## config.mk

```make
export PLATFORM = sky130hd
export DESIGN_NAME = fir_mac_ctrl
export DESIGN_NICKNAME = d
export VERILOG_FILES = /design/src/rtl/fir_mac_ctrl.sv
export SDC_FILE = /design/constraint.sdc
export NUM_CORES = 1
export LEC_CHECK = 0
export BUFFER_PORTS_ARGS = -buffer_cell sky130_fd_sc_hd__buf_2
export CORE_AREA = 2 2 39 41
export DETAILED_ROUTE_END_ITERATION = 8
export DIE_AREA = 0 0 41 43
export SLEW_MARGIN = 10
export SYNTH_ARGS = -nofsm -noshare
export SYNTH_HDL_FRONTEND = slang
export SYNTH_SLANG_ARGS = --single-unit
```

## constraint.sdc

```tcl
create_clock -name clock -period 1.4 [get_ports clock]
set_clock_uncertainty 0.05 [all_clocks]
set_input_delay 0.14 -clock clock [delete_from_list [all_inputs] [get_ports clock]]
set_output_delay 0.14 -clock clock [all_outputs]
set_load 0.01 [all_outputs]
```

## src/rtl/fir_mac_ctrl.sv

```systemverilog
// fir_mac_ctrl: sequencing FSM for a single-MAC FIR datapath.
// Per sample: shift it into the delay line and clear the accumulator,
// then run one MAC per tap until the datapath tap counter carries, then
// hold the finished result until downstream takes it.
// An abort abandons the current computation. If the tap counter was left
// mid-count, it is stepped back to zero before the next sample is accepted.
// Optional build macro FIR_MAC_CTRL_STATS_EN adds the sample_count and
// abort_count statistics outputs.
module fir_mac_ctrl #(
    parameter int coefnum    = 64,
    parameter int logcoefnum = 6
) (
    input  logic        clock,
    input  logic        reset,
    input  logic        in_valid,
    output logic        in_ready,
    output logic        out_valid,
    input  logic        out_ready,
    input  logic        abort,
    input  logic        cnt_co,
    output logic        load,
    output logic        clr_res,
    output logic        loadres,
    output logic        cnt_en,
    output logic        busy
`ifdef FIR_MAC_CTRL_STATS_EN
    ,
    output logic [15:0] sample_count,
    output logic [7:0]  abort_count
`endif
);

    // The tap counter lives in the datapath; its width must cover every tap.
    generate
        if (logcoefnum != $clog2(coefnum)) begin : g_bad_width
            $error("fir_mac_ctrl: logcoefnum must equal clog2(coefnum)");
        end
    endgenerate

    typedef enum logic [1:0] {
        IDLE  = 2'd0,
        ACCUM = 2'd1,
        DONE  = 2'd2
    } state_t;

    state_t state_q, state_d;
    // Set while IDLE is stepping a half-finished tap count back to zero.
    logic   drain_q, drain_d;

    // State and drain flag registers; reset abandons any work at once.
    always_ff @(posedge clock or negedge reset) begin
        if (!reset) begin
            state_q <= IDLE;
            drain_q <= 1'b0;
        end else begin
            state_q <= state_d;
            drain_q <= drain_d;
        end
    end

    // Next-state and output decode. IDLE outputs are also gated by the
    // reset input so everything reads 0 while reset is held.
    always_comb begin
        state_d   = state_q;
        drain_d   = drain_q;
        in_ready  = 1'b0;
        out_valid = 1'b0;
        load      = 1'b0;
        clr_res   = 1'b0;
        loadres   = 1'b0;
        cnt_en    = 1'b0;
        busy      = 1'b0;
        case (state_q)
            IDLE: begin
                if (drain_q) begin
                    // Keep the accumulator cleared and run the counter
                    // until its carry cycle, after which it sits at zero.
                    busy    = 1'b1;
                    clr_res = 1'b1;
                    cnt_en  = 1'b1;
                    if (cnt_co) begin
                        drain_d = 1'b0;
                    end
                end else begin
                    in_ready = reset;
                    if (reset && in_valid) begin
                        load    = 1'b1;
                        clr_res = 1'b1;
                        state_d = ACCUM;
                    end
                end
            end
            ACCUM: begin
                busy = 1'b1;
                if (abort) begin
                    // Counter is left at the current tap; drain it.
                    clr_res = 1'b1;
                    state_d = IDLE;
                    drain_d = 1'b1;
                end else begin
                    loadres = 1'b1;
                    cnt_en  = 1'b1;
                    if (cnt_co) begin
                        state_d = DONE;
                    end
                end
            end
            DONE: begin
                busy = 1'b1;
                if (abort) begin
                    // Counter already wrapped to zero on the last tap,
                    // so only the result has to be discarded.
                    clr_res = 1'b1;
                    state_d = IDLE;
                end else begin
                    out_valid = 1'b1;
                    if (out_ready) begin
                        state_d = IDLE;
                    end
                end
            end
            default: begin
                state_d = IDLE;
                drain_d = 1'b0;
            end
        endcase
    end

`ifdef FIR_MAC_CTRL_STATS_EN
    logic [15:0] sample_count_q;
    logic [7:0]  abort_count_q;
    logic        abort_take;

    assign abort_take   = abort && ((state_q == ACCUM) || (state_q == DONE));
    assign sample_count = sample_count_q;
    assign abort_count  = abort_count_q;

    // Completed-result counter wraps; abort counter sticks at its maximum.
    always_ff @(posedge clock or negedge reset) begin
        if (!reset) begin
            sample_count_q <= 16'd0;
            abort_count_q  <= 8'd0;
        end else begin
            if (out_valid && out_ready) begin
                sample_count_q <= sample_count_q + 16'd1;
            end
            if (abort_take && (abort_count_q != 8'hFF)) begin
                abort_count_q <= abort_count_q + 8'd1;
            end
        end
    end
`endif

endmodule

```

==> out/metrics.csv, run 1 <==
stage;metric;value;unit
floorplanning;std cell rows;14;
floorplanning;Die Y;43;um
clock_tree;CTS tree;yes;
logic_synthesis;Synth Area in Compound Gates;0.247;
grt;initial antenna violation count;0;
status;outcome;finished, violations left;
cells_and_area;fin nets;83;
sta;hold slack;156;ps
worst_setup_path;slowest cell delay on critical path;460;ps
routing;antenna viol nets, final;0;
placed_design;Post-Place Worst Slack;-138;ps
logic_synthesis;post-synthesis adder-cell area fraction;0.218;
run;number of max-cap violations;0;
cells_and_area;fillers;143;
cells_and_area;footprint of the multi-input gates;335;um^2
sta;final setup vio count;10;
worst_setup_path;crit path kind;reg2out;
floorplanning;io pins;13;
sta;Max Transition Viols Final;0;
power_and_ir_drop;Pleak;0.000318;uW
clock_tree;CTS Buf Count;3;
sta;Worst Tran Pin Value;268;ps
floorplanning;Initial Utilization;0.249;
clock_tree;Max clock buf depth;2;
hold_path;type of the worst min-delay path;in2reg;
sta;Worst slew margin;0.821;
sta;Final Cycle Share;1.14;
power_and_ir_drop;Max rail drop VDD;0.000779;V
clock_tree;clock transition at the registers of the reported paths;40;ps
worst_setup_path;CP max FO;4;
routing;vias;397;
worst_setup_path;Critical Path Sink Type;output port;
logic_synthesis;register area share after synthesis;0.218;
logic_synthesis;Synth Register Bits;3;
logic_synthesis;Post-Syn Nets;52;
sta;Final Worst Setup Slack;-190;ps
logic_synthesis;synthesized instance count;40;
clock_tree;clock root cell;clkbuf_4;
placed_design;placed instance count;74;
power_and_ir_drop;pwr dens;2090;mW/mm^2
floorplanning;die area;0.00176;mm^2
placed_design;Port Buf Inserts;12;
grt;total grt overflow;0;
placed_design;RePlAce Congestion;0.798;
routing;router iterations before antenna repair;4;
worst_setup_path;CP Launch Type;register;
power_and_ir_drop;overall power;1420;uW
routing;Starting DRT DRC Count;6;
cells_and_area;fraction of final layout cells sized beyond drive strength 1;0.686;
grt;vias in the first global route;418;
logic_synthesis;Post-Synth XOR/XNOR Area;0;
logic_synthesis;simple-gate portion of the synthesized area;0.229;
sta;f_max;0.629;GHz
worst_setup_path;CP arrival;1400;ps
routing;overall routed net length;1040;um
logic_synthesis;largest family of logic cells by synthesized area;compound AO/OA/AOI/OAI gates;
routing;drc violations;0;
grt;first-pass GRT wire length;1700;um
worst_setup_path;WP data required;1210;ps
logic_synthesis;Synth Warn #;0;
clock_tree;clock latency at the later pin of the worst-skew pair;240;ps
cells_and_area;Syn-to-layout area delta;97.1;%
routing;vias per cell;4.62;
routing;Routed WL per cell;12.1;um
cells_and_area;ANT cells;0;
cells_and_area;post-route core utilization;0.490;
logic_synthesis;syn avg cell area;8.60;um^2
cells_and_area;non-filler instance count after layout;86;
worst_setup_path;Slowest cell on crit path;dfrtp_2;
clock_tree;CTS Sinks;3;
sta;Hold Fails Final Rpt;0;
floorplanning;die width;41;um
placed_design;HPWL Detailed;684;um
logic_synthesis;mux contribution to synthesized area;0.0436;
logic_synthesis;cell area after synthesis;344;um^2
grt;GRT Total Usage;0.146;
logic_synthesis;number of distinct library cells after synthesis;18;
clock_tree;H-Tree Depth;1;
sta;unrepaired setup endpoints after global routing;yes;
cells_and_area;FF/Latch Area;77.6;um^2
sta;crit path time final;1590;ps
floorplanning;core area;0.00138;mm^2
grt;largest net degree at the start of global routing;8;
status;failing checks;negative setup slack;
worst_setup_path;crit-path cells;buf_6 -> ha_4 -> nor2b_4 -> a21oi_2 -> nor2_1 -> buf_2;
==> critical path, delay by kind of cell, from the launching register on <==
family,cells,cell delay (ps)
buf+inv,2,280
fa+ha+maj,1,150
compound gates,1,100
simple gates,2,180
flops,1,460
==> layout make-up <==
| cell class | instances | area share |
|---|---|---|
| timing repair buffer | 26 | 0.293 |
| tap | 16 | 0.0295 |
| sequential | 3 | 0.114 |
| clock buffer | 4 | 0.0387 |
| inverter | 4 | 0.0295 |
| multi-input combinational | 33 | 0.494 |
==> sequential cells by signal, indices dropped and copies added, names as in the netlist <==
signal / cells
state_q: 2
drain_q: 1
==> through the flow <==
stage,instance area [um^2],setup TNS [ps]
2_1_floorplan,359,-31.3
3_3_place_gp,484,-136
3_5_place_dp,484,-344
4_1_cts,661,-1020
5_1_grt,678,-1680
6_report,678,-1170
==> logic make-up after synthesis <==
| logic type | after synthesis |
|---|---|
| adders and majority gates | 6 |
| muxes | 1 |
| DFF | 3 |
| buffers and inverters | 4 |
| and+or+nand+nor | 13 |
| AOI/OAI and AO/OA | 13 |
==> routing by layer <==
layer / vias up / track usage / wire length [um]
met5: - / 0 / 0
met4: 0 / 0.0800 / 11
met3: 2 / 0.0471 / 57
met2: 14 / 0.231 / 520
met1: 185 / 0.161 / 448
li1: 196 / - / -
==> worst paths after layout <==
kind | startpoint | endpoint | slack (ps) | cells after the start
max in group asynchronous | reset | state_q[0]$_DFFE_PN0P_ | 880 | 2
worst max-delay path | state_q[0]$_DFFE_PN0P_ | cnt_en | -190 | 6
worst max register to register | state_q[0]$_DFFE_PN0P_ | state_q[0]$_DFFE_PN0P_ | -160 | 6
min in group asynchronous | reset | drain_q$_DFFE_PN0P_ | 230 | 2
worst min register to register | state_q[0]$_DFFE_PN0P_ | state_q[0]$_DFFE_PN0P_ | 600 | 1
worst min-delay path | abort | state_q[1]$_DFFE_PN0P_ | 160 | 2
==> Yosys cell counts <==
master | count | area share
o21ai_2 | 2 | 0.051
o21ai_0 | 2 | 0.029
nand2_1 | 2 | 0.022
nor3b_1 | 1 | 0.022
nor2_1 | 4 | 0.044
nor2b_1 | 3 | 0.055
a21oi_1 | 4 | 0.058
o22ai_1 | 1 | 0.018
dfrtp_1 | 3 | 0.22
nor2b_4 | 1 | 0.040
and3b_2 | 1 | 0.029
mux2_4 | 1 | 0.044
o31ai_1 | 2 | 0.044
o21a_1 | 1 | 0.022
ha_1 | 6 | 0.22
inv_1 | 4 | 0.044
nand2_2 | 1 | 0.018
a21oi_2 | 1 | 0.025
==> cells in the final DEF (no fill, tap or decap), drive strengths merged <==
cell and n:
a21oi 5, o21ai 4, dfrtp 3, o22ai 1, clkbuf 4, buf 25
o21a 1, nor2 4, o31ai 2, nor2b 4, dlygate4sd3 1, mux2 1
nand2 3, nor3b 1, inv 4, and3b 1, ha 6
==> where the power goes <==
group	internal, uW	switching [uW]	total, uW
clock	107	52.8	160
combinational	605	444	1050
sequential	128	78.9	207
total	841	576	1420
==> what timing repair did <==
item / CTS / global route
pin swaps: 5 / 2
hold buffers: 1 / 0
gates resized for setup: 22 / 2
hold endpoints to repair: 3 / 0
buffers inserted: 6 / 1
gates cloned: 0 / 0
endpoints found under the setup margin: 10 / 10
Note: power is estimated with default switching activity, not from simulation.
==> run 2, diff against run 1 <==
ABC_AREA = 1   (was default)
ABC_CLOCK_PERIOD_IN_PS = 1400   (was default)
==> run 2 against run 1 <==
Effect of this change:
- the flow still finishes with violations (negative setup slack)
- clock power fell by 7%
- combinational power rose by 12%
- sequential power fell by 14%
- hold slack improved by 40 ps
- final area fell by 6.1%
- register-to-register slack barely moved
- die area did not move
- total power rose by 6.6%
- synthesized cell count rose by 30%
- critical path type is now reg2reg
==> out/metrics.csv, run 2 <==
stage;metric;value;unit;change
cells_and_area;fin nets;93;;was 83
floorplanning;Die Y;43;um;unchanged
floorplanning;Initial Utilization;0.246;;was 0.249
worst_setup_path;critical path buffer and inverter count;4;;was 2
logic_synthesis;ranking of synthesized cells by area;dfrtp_1 22%, ha_1 22%, nand2_1 15%;;was dfrtp_1 22%, ha_1 22%, a21oi_1 5.8%
sta;Final Cycle Share;1.12;;was 1.14
worst_setup_path;CP max FO;4;;unchanged
power_and_ir_drop;Reg power frac;0.119;;was 0.146
cells_and_area;Final Cell Area;637;um^2;was 678 um^2
run;number of max-cap violations;0;;unchanged
clock_tree;clock root cell;clkbuf_4;;unchanged
worst_setup_path;crit path kind;reg2reg;;was reg2out
routing;antenna viol nets, final;0;;unchanged
placed_design;RePlAce Congestion;0.732;;was 0.798
logic_synthesis;most common cell in the netlist;nand2_1;;was ha_1
worst_setup_path;Slowest cell on crit path;dfrtp_1;;was dfrtp_2
logic_synthesis;commonest cells in the netlist;14 x nand2_1, 10 x nor2_1, 7 x inv_1;;was 6 x ha_1, 4 x a21oi_1, 4 x inv_1, 4 x nor2_1
clock_tree;clock latency at the later pin of the worst-skew pair;230;ps;was 240 ps
sta;Hold Fails Final Rpt;0;;unchanged
routing;vias;423;;was 397
floorplanning;core area;0.00138;mm^2;unchanged
logic_synthesis;ys async rst share;1.00;;unchanged
grt;largest net degree at the start of global routing;7;;was 8
cells_and_area;fillers;135;;was 143
logic_synthesis;number of distinct library cells after synthesis;12;;was 18
clock_tree;CTS Sinks;3;;unchanged
logic_synthesis;Synth top area share;0.221;;was 0.218
grt;initial antenna violation count;0;;unchanged
placed_design;HPWL Detailed;708;um;was 684 um
power_and_ir_drop;Sw Share;0.449;;was 0.407
sta;crit path time final;1560;ps;was 1590 ps
worst_setup_path;WP data required;1460;ps;was 1210 ps
hold_path;type of the worst min-delay path;in2reg;;unchanged
logic_synthesis;EDFF count, synth;0;;unchanged
clock_tree;Max clock buf depth;2;;unchanged
status;failing checks;negative setup slack;;unchanged
power_and_ir_drop;Clock Power Share;0.099;;was 0.113
grt;first-pass GRT wire length;1550;um;was 1700 um
logic_synthesis;synthesized instance count;52;;was 40
worst_setup_path;Top delay family on crit path;buffers and inverters;;was flip-flops
logic_synthesis;Synth Warn #;0;;unchanged
power_and_ir_drop;pwr dens;2370;mW/mm^2;was 2090 mW/mm^2
worst_setup_path;slowest cell delay on critical path;380;ps;was 460 ps
worst_setup_path;CP arrival;1620;ps;was 1400 ps
sta;Final Worst Setup Slack;-162;ps;was -190 ps
clock_tree;CTS Buf Count;3;;unchanged
status;outcome;finished, violations left;;unchanged
cells_and_area;Most flops, register;state_q;;unchanged
power_and_ir_drop;Cell Int Power;832;uW;was 841 uW
floorplanning;io pins;13;;unchanged
power_and_ir_drop;Max rail drop VDD;0.000995;V;was 0.000779 V
routing;vias per cell;4.41;;was 4.62
grt;total grt overflow;0;;unchanged
logic_synthesis;register area share after synthesis;0.221;;was 0.218
cells_and_area;max reg flops;2;;unchanged
cells_and_area;most frequent cells in the layout;11 x nand2_1, 11 x buf_2, 9 x nor2_1;;was 10 x buf_2, 8 x buf_4, 7 x buf_6
worst_setup_path;crit-path cells;inv_2 -> buf_4 -> buf_6 -> ha_4 -> buf_4 -> nand2_2 -> nand2_2 -> o21bai_1 -> nand2_1;;was buf_6 -> ha_4 -> nor2b_4 -> a21oi_2 -> nor2_1 -> buf_2
cells_and_area;ANT cells;0;;unchanged
routing;router iterations before antenna repair;4;;unchanged
power_and_ir_drop;combinational power share;0.783;;was 0.741
routing;overall routed net length;1090;um;was 1040 um
placed_design;DP Area;465;um^2;was 484 um^2
logic_synthesis;commonest register cell after synthesis;dfrtp_1;;unchanged
grt;vias in the first global route;370;;was 418
worst_setup_path;CP Launch Type;register;;unchanged
logic_synthesis;largest area contributor in the netlist;dfrtp_1;;unchanged
sta;f_max;0.640;GHz;was 0.629 GHz
clock_tree;CTS tree;yes;;unchanged
routing;drc violations;0;;unchanged
cells_and_area;Syn-to-layout area delta;87.1;%;was 97.1%
sta;Max Transition Viols Final;0;;unchanged
sta;unrepaired setup endpoints after global routing;yes;;unchanged
power_and_ir_drop;Sw Pwr;679;uW;was 576 uW
floorplanning;die width;41;um;unchanged
sta;Worst slew margin;0.857;;was 0.821
routing;Routed WL per cell;11.3;um;was 12.1 um
floorplanning;std cell rows;14;;unchanged
grt;GRT Total Usage;0.134;;was 0.146
logic_synthesis;Synth Register Bits;3;;unchanged
cells_and_area;fraction of final layout cells sized beyond drive strength 1;0.513;;was 0.686
sta;Worst Tran Pin Value;215;ps;was 268 ps
clock_tree;H-Tree Depth;1;;unchanged
placed_design;Port Buf Inserts;12;;unchanged
cells_and_area;Largest regs;state_q (2), drain_q (1);;unchanged
floorplanning;die area;0.00176;mm^2;unchanged
logic_synthesis;cell area after synthesis;340;um^2;was 344 um^2
worst_setup_path;Critical Path Sink Type;register;;was output port
routing;Starting DRT DRC Count;9;;was 6
logic_synthesis;Post-Syn Nets;64;;was 52
clock_tree;clock transition at the registers of the reported paths;40;ps;about the same
sta;final setup vio count;9;;was 10
logic_synthesis;syn avg cell area;6.54;um^2;was 8.60 um^2
power_and_ir_drop;Pleak;0.000344;uW;was 0.000318 uW
placed_design;Post-Place Worst Slack;9.98;ps;was -138 ps
run 2: changes by cell type in the layout (fill, tap and decap cells not counted), moves of 2 or more:
cell | previous run | this run
nand2_1 | 2 | 11
dfrtp_2 | 2 | 0
nor2b_1 | 2 | 0
buf_6 | 7 | 4
o31ai_1 | 2 | 0
o21ai_2 | 2 | 0
o21bai_1 | 0 | 2
inv_2 | 0 | 3
nand3_1 | 0 | 3
nor2_1 | 4 | 9
a21oi_2 | 4 | 1
nor2b_4 | 2 | 0
dfrtp_1 | 1 | 3
run 2: final timing paths:
kind	endpoint	startpoint	cells past startpoint	slack (ps)
min in group asynchronous	drain_q$_DFFE_PN0P_	reset	2	250
hold reg to reg	drain_q$_DFFE_PN0P_	drain_q$_DFFE_PN0P_	2	620
setup reg to reg	state_q[0]$_DFFE_PN0P_	state_q[0]$_DFFE_PN0P_	9	-160
hold / removal	drain_q$_DFFE_PN0P_	cnt_co	4	200
max in group asynchronous	state_q[1]$_DFFE_PN0P_	reset	2	910
setup / recovery	state_q[0]$_DFFE_PN0P_	state_q[0]$_DFFE_PN0P_	9	-160
run 2: power by group through the flow:
stage / logic [uW] / clock network [uW] / registers, uW
floorplan: 488 / 0 / 162
global placement: 831 / 0 / 161
detailed placement: 832 / 0 / 161
CTS: 1090 / 153 / 174
global route: 1300 / 172 / 187
finish: 1180 / 149 / 179
run 2: layout make-up:
type / count / area, um^2 / share of cell area
clock buffer: 4 / 26.3 / 0.0413
inverter: 7 / 28.8 / 0.0452
multi-input combinational: 42 / 317 / 0.497
sequential: 3 / 75.1 / 0.118
tap: 16 / 20.0 / 0.0314
timing repair buffer: 24 / 170 / 0.267
run 2: cell families (layout without fill, tap and decap cells):
logic type                 count (synthesis)  in the layout  share of synthesized area
buffers and inverters                      7             35                     0.0772
and+or+nand+nor                           29             29                      0.342
AOI/OAI and AO/OA                          7              7                      0.140
DFF                                        3              3                      0.221
adders and majority gates                  6              6                      0.221
run 2: repair_timing:
item / 4_1_cts / 5_1_grt
endpoints found under the hold margin: 3 / 0
resized for setup: 18 / 7
pin swaps: 4 / 4
endpoints found under the setup margin: 7 / 10
hold buffers: 1 / 0
cloned: 0 / 0
buffers inserted: 5 / 0
run 2: worst reg2reg max path, stage by stage (launching register included):
cell and delay, ps:
dfrtp_1 380, inv_2 90, buf_4 140, buf_6 110, ha_4 150, buf_4 150
nand2_2 60, nand2_2 60, o21bai_1 160, nand2_1 80
run 2: layer usage:
metal / track usage / wire (um) / up-vias
met5: 0 / 0 / -
met4: 0 / 0 / 0
met3: 0.0628 / 42 / 0
met2: 0.231 / 561 / 13
met1: 0.153 / 484 / 192
li1: - / - / 218
run 2: through the flow:
| step | TNS, ps | cells | util | total power [uW] | hold slack (ps) |
|---|---|---|---|---|---|
| floorplan | 0 | 52 | - | 649 | -206 |
| global placement | 0 | 86 | 0.336 | 992 | -93.2 |
| detailed placement | 0 | 86 | 0.336 | 993 | -93.3 |
| CTS | -851 | 96 | 0.438 | 1420 | 198 |
| global route | -1820 | 96 | 0.460 | 1650 | 223 |
| finish | -941 | 96 | 0.460 | 1510 | 196 |
